$ cat config.mk
export PLATFORM = sky130hd
export DESIGN_NAME = sram_port_arbiter
export DESIGN_NICKNAME = d
export VERILOG_FILES = /design/src/rtl/sram_port_arbiter.sv
export SDC_FILE = /design/constraint.sdc
export NUM_CORES = 1
export LEC_CHECK = 0
export CAP_MARGIN = 5
export CORE_AREA = 2 2 107 109
export CTS_CLUSTER_DIAMETER = 150
export DETAILED_ROUTE_END_ITERATION = 10
export DIE_AREA = 0 0 109 111
export PLACE_DENSITY = 0.69
export SLEW_MARGIN = 10
export SYNTH_ARGS = -nofsm -noshare
export SYNTH_HDL_FRONTEND = slang
export SYNTH_SLANG_ARGS = --single-unit
export TNS_END_PERCENT = 5
$ cat constraint.sdc
create_clock -name clk -period 1.93 [get_ports clk]
set_input_delay 0.193 -clock clk [delete_from_list [all_inputs] [get_ports clk]]
set_output_delay 0.193 -clock clk [all_outputs]
set_load 0.01 [all_outputs]
$ cat src/rtl/sram_port_arbiter.sv
// Arbitrates one SRAM-like memory port between the fetch (inst) and data requesters.
// Data wins by default; a grant streak counter forces a fetch grant after STARVE_LIMIT data grants.
module sram_port_arbiter #(
    parameter int unsigned STARVE_LIMIT = 4,
    parameter int unsigned ADDR_W       = 32,
    parameter int unsigned DATA_W       = 32
) (
    input  logic              clk,
    input  logic              resetn,

    input  logic              inst_req,
    input  logic [ADDR_W-1:0] inst_addr,
    output logic              inst_addr_ok,
    output logic              inst_data_ok,
    output logic [DATA_W-1:0] inst_rdata,
    input  logic              inst_cancel,

    input  logic              data_req,
    input  logic              data_wr,
    input  logic [1:0]        data_size,
    input  logic [ADDR_W-1:0] data_addr,
    input  logic [DATA_W-1:0] data_wdata,
    output logic              data_addr_ok,
    output logic              data_data_ok,
    output logic [DATA_W-1:0] data_rdata,

    output logic              mem_req,
    output logic              mem_wr,
    output logic [1:0]        mem_size,
    output logic [ADDR_W-1:0] mem_addr,
    output logic [DATA_W-1:0] mem_wdata,
    input  logic              mem_addr_ok,
    input  logic              mem_data_ok,
    input  logic [DATA_W-1:0] mem_rdata,

    output logic              busy
);

    localparam int unsigned STREAK_W = 4;
    localparam logic [STREAK_W-1:0] STREAK_MAX = STREAK_W'(STARVE_LIMIT);
    localparam logic [1:0] SIZE_WORD = 2'd2;

    typedef enum logic {
        IDLE = 1'b0,
        WAIT = 1'b1
    } state_t;

    state_t              state, state_n;
    logic                owner, owner_n;   // 0 = inst, 1 = data
    logic                drop, drop_n;
    logic [STREAK_W-1:0] streak, streak_n;

    logic                sel_valid;
    logic                sel_data;

    // State and bookkeeping registers
    always_ff @(posedge clk or negedge resetn) begin
        if (!resetn) begin
            state  <= IDLE;
            owner  <= 1'b0;
            drop   <= 1'b0;
            streak <= '0;
        end else begin
            state  <= state_n;
            owner  <= owner_n;
            drop   <= drop_n;
            streak <= streak_n;
        end
    end

    // Grant selection, response routing and next-state logic
    always_comb begin
        state_n      = state;
        owner_n      = owner;
        drop_n       = drop;
        streak_n     = streak;
        sel_valid    = 1'b0;
        sel_data     = 1'b0;
        inst_addr_ok = 1'b0;
        inst_data_ok = 1'b0;
        inst_rdata   = '0;
        data_addr_ok = 1'b0;
        data_data_ok = 1'b0;
        data_rdata   = '0;
        mem_req      = 1'b0;
        mem_wr       = 1'b0;
        mem_size     = 2'd0;
        mem_addr     = '0;
        mem_wdata    = '0;
        busy         = 1'b0;

        case (state)
            IDLE: begin
                if (data_req && !(inst_req && (streak == STREAK_MAX))) begin
                    sel_valid = 1'b1;
                    sel_data  = 1'b1;
                end else if (inst_req) begin
                    sel_valid = 1'b1;
                end

                mem_req = sel_valid;
                if (sel_valid && sel_data) begin
                    mem_wr       = data_wr;
                    mem_size     = data_size;
                    mem_addr     = data_addr;
                    mem_wdata    = data_wdata;
                    data_addr_ok = mem_addr_ok;
                end else if (sel_valid) begin
                    mem_size     = SIZE_WORD;
                    mem_addr     = inst_addr;
                    inst_addr_ok = mem_addr_ok;
                end

                if (sel_valid && mem_addr_ok) begin
                    state_n = WAIT;
                    owner_n = sel_data;
                    drop_n  = !sel_data && inst_cancel;
                    // Streak counts data grants made while a fetch is waiting
                    if (sel_data && inst_req) begin
                        if (streak != STREAK_MAX) begin
                            streak_n = streak + STREAK_W'(1);
                        end
                    end else begin
                        streak_n = '0;
                    end
                end
            end

            WAIT: begin
                busy = 1'b1;
                if (!owner && inst_cancel) begin
                    drop_n = 1'b1;
                end
                if (mem_data_ok) begin
                    if (owner) begin
                        data_data_ok = 1'b1;
                        data_rdata   = mem_rdata;
                    end else if (!(drop || inst_cancel)) begin
                        inst_data_ok = 1'b1;
                        inst_rdata   = mem_rdata;
                    end
                    state_n = IDLE;
                    drop_n  = 1'b0;
                end
            end

            default: begin
                state_n = IDLE;
            end
        endcase

        // Hold every output low while reset is asserted
        if (!resetn) begin
            inst_addr_ok = 1'b0;
            inst_data_ok = 1'b0;
            inst_rdata   = '0;
            data_addr_ok = 1'b0;
            data_data_ok = 1'b0;
            data_rdata   = '0;
            mem_req      = 1'b0;
            mem_wr       = 1'b0;
            mem_size     = 2'd0;
            mem_addr     = '0;
            mem_wdata    = '0;
            busy         = 1'b0;
        end
    end

endmodule

==> run_results.csv <==
group,metric,value,unit
placed_design,hpwl,8110,microns
cells_and_area,syn_to_final_growth,175,%
clocking,h-tree-depth,1,
worst_setup_path,crit_required,1740,ps
synthesis,syn_area_per_cell,6.20,sq um
routing,maxUsedRoutingLayer,"met4",
timing,max_slew_margin,0.788,
routing,wire_per_inst,14.6,microns
clocking,clockRootBuffer,"clkbuf_16",
die,coreArea,11100,sq um
timing,fin_worst_skew,0.434,ps
timing,timing_max_transition_violations_final,0,
routing,drt-met1-wl,3880,microns
clocking,clk_path_buf_depth,2,
synthesis,synth_seq_area_share,0.101,
clocking,hold_buffers,0,
timing,worst-slew-pin-transition,318,ps
cells_and_area,diodes,0,
die,die_area,12100,sq um
global_routing,grt_max_degree,34,
die,die_y,111,microns
power_and_ir_drop,vdd_drop_max,257,uV
routing,route.detailed.drc,0,
worst_setup_path,crit_type,"reg -> out",
synthesis,ys_seq_elements,7,
placed_design,dpl-instance-area,4800,sq um
hold_path,min_path_type,"in -> async",
routing,routed_wl,10400,microns
power_and_ir_drop,cellPowerDensity,357,nW/um^2
global_routing,track_usage,0.157,
placed_design,gp_congestion,0.832,
global_routing,grt_pass1_wl,15400,microns
routing,wl_met2,5530,microns
worst_setup_path,slowest_stage,"dfrtp_1",
clocking,cts_buffers,3,
timing,rsz0062_at_grt,"yes",
worst_setup_path,crit_path_cell_trace,"inv_1 > ha_2 > and4b_2 > buf_6 > nor3_4 > buf_12 > clkbuf_16 > and2_1 > buf_2",
cells_and_area,nNetsFinal,714,
timing,fin_hold_ws,227,ps
cells_and_area,fillers,1144,
synthesis,synth_nets,421,
timing,fmax,0.478,GHz
synthesis,synthCells,281,
routing,dr_wl_met3,922,microns
job,maxCapViolCount,0,
timing,layout_setup_ws,-164,ps
global_routing,antenna_found_initial,0,
synthesis,ys_types,33,
routing,firstDrtPassIters,4,
clocking,clock-sinks,7,
outcome,violations,"setup timing",
routing,vias,3105,
outcome,status,"finished, violations left",
timing,min_period,2090,ps
worst_setup_path,cp-end-kind,"output port",
synthesis,yosys_warnings,0,
clocking,clkTransAtPathRegs,30,ps
die,io_pins,275,
routing,antenna_left,0,
timing,setup_violations,82,
worst_setup_path,critPathMaxFanout,9,
cells_and_area,postLayoutCellArea,4800,sq um
worst_setup_path,cp_data_arrival_time,1900,ps
synthesis,syn_area,1740,sq um
timing,fin_crit_sh,1.08,
routing,viasPerCell,4.34,
die,initial_core_util,0.157,
clocking,insertion_delay,230,ps
worst_setup_path,slowest_delay,350,ps
timing,final_hold_viol_count,0,
placed_design,io_buffers,274,
cells_and_area,drive_above_1_share,0.291,
die,placementRows,39,
global_routing,grt_pass1_vias,3011,
clocking,cts_tree,"done",
worst_setup_path,crit_path_start_kind,"flop",
power_and_ir_drop,p_leak,0.00278,uW
routing,drt_iter0_drc,171,
die,die_w,109,microns
global_routing,grt_overflow,0,
==> kinds of logic after synthesis <==
family	after synthesis	share of synthesized area
fa+ha+maj	2	0.0144
simple gates	155	0.542
buf+inv	36	0.0983
compound gates	81	0.245
flops	7	0.101
==> sequential cells by signal (all words and copies together), names as in the netlist <==
name,count
owner,1
drop,1
streak,4
state,1
==> worst paths after layout <==
kind / slack (ps) / cells after the start / from / end
hold / removal: 230 / 2 / resetn / streak[3]
min in group clk: 390 / 3 / mem_data_ok / state
hold reg to reg: 590 / 2 / drop / drop
setup / recovery: -160 / 9 / streak[0] / mem_wdata[0]
setup reg to reg: 330 / 8 / streak[0] / drop
max in group asynchronous: 1590 / 2 / resetn / owner
==> through the flow <==
| stage | cells | worst slack (ps) | setup TNS (ps) | util | power (uW) |
|---|---|---|---|---|---|
| 2_1_floorplan | 281 | 227 | 0 | - | 623 |
| 3_3_place_gp | 695 | -372 | -42900 | 0.433 | 1310 |
| 3_5_place_dp | 695 | -376 | -43390 | 0.433 | 1320 |
| 4_1_cts | 706 | -199 | -7470 | 0.418 | 1670 |
| 5_1_grt | 716 | -260 | -15780 | 0.433 | 1840 |
| 6_report | 716 | -164 | -7550 | 0.433 | 1710 |
==> power breakdown <==
group          total [uW]  internal, uW  switching [uW]  leakage [uW]
combinational        1160           671             490       0.00265
sequential            207           177            29.1     0.0000910
clock                 347           274            72.5     0.0000382
total                1710          1120             591       0.00278
==> area by class of cell <==
| class | count | area [sq um] | share of cell area |
|---|---|---|---|
| clock buffers | 4 | 78.8 | 0.0164 |
| inverters | 7 | 26.3 | 0.00547 |
| multi-input cells | 238 | 1460 | 0.304 |
| flip-flops and latches | 7 | 175 | 0.0365 |
| well taps | 143 | 179 | 0.0373 |
| repair buffers | 317 | 2880 | 0.600 |
==> cell usage after synthesis (all sizes together) <==
cell,number,area share
o211ai,1,0.0043
nand3,35,0.10
inv,7,0.015
or4,1,0.0043
nand2b,4,0.019
nand4,1,0.0036
ha,2,0.014
o31ai,1,0.0043
nand2,2,0.0043
nor3,1,0.0093
a21oi,32,0.092
buf,9,0.040
or2,2,0.0072
a22oi,1,0.0043
o31a,1,0.0050
a32oi,1,0.0050
nor4,1,0.0072
and2,100,0.36
nor2b,1,0.0036
clkbuf,20,0.043
or3,1,0.0036
o2bb2ai,1,0.0050
and4b,1,0.0057
nor2,3,0.0065
nand4b,1,0.0050
o21ai,42,0.12
dfrtp,7,0.10
o21a,1,0.0043
and3,1,0.0036
==> metal layers <==
layer  track usage  up-vias
met4        0.0342        0
met1         0.172     1417
li1              -     1536
met2         0.299      144
met3        0.0329        8
met5             0        -
==> critical path: cells and delay by family (launching register included) <==
family / cells / cell delay (ps)
buf+inv: 5 / 590
flops: 1 / 350
fa+ha+maj: 1 / 170
simple gates: 3 / 560
==> cells in the final DEF, fill, tap and decap left out, types with 2 or more instances in the layout <==
cell type        count
clkdlybuf4s50_1    137
and2_1              91
buf_2               85
nand3_1             34
dlymetal6s2s_1      33
a21oi_1             31
buf_4               28
o21ai_1             23
o21ai_0             18
buf_6               13
and2_4               9
buf_12               8
dfrtp_1              7
inv_1                6
clkbuf_16            5
clkbuf_2             5
nand2b_1             3
dlygate4sd2_1        3
nor2_1               2
==> what timing repair did <==
action / 4_1_cts / 5_1_grt
gates cloned: 1 / 2
resized for setup: 319 / 176
setup buffers: 6 / 8
endpoints found under the setup margin: 136 / 124
pin swaps: 29 / 28
(Power assumes the default switching activity.)
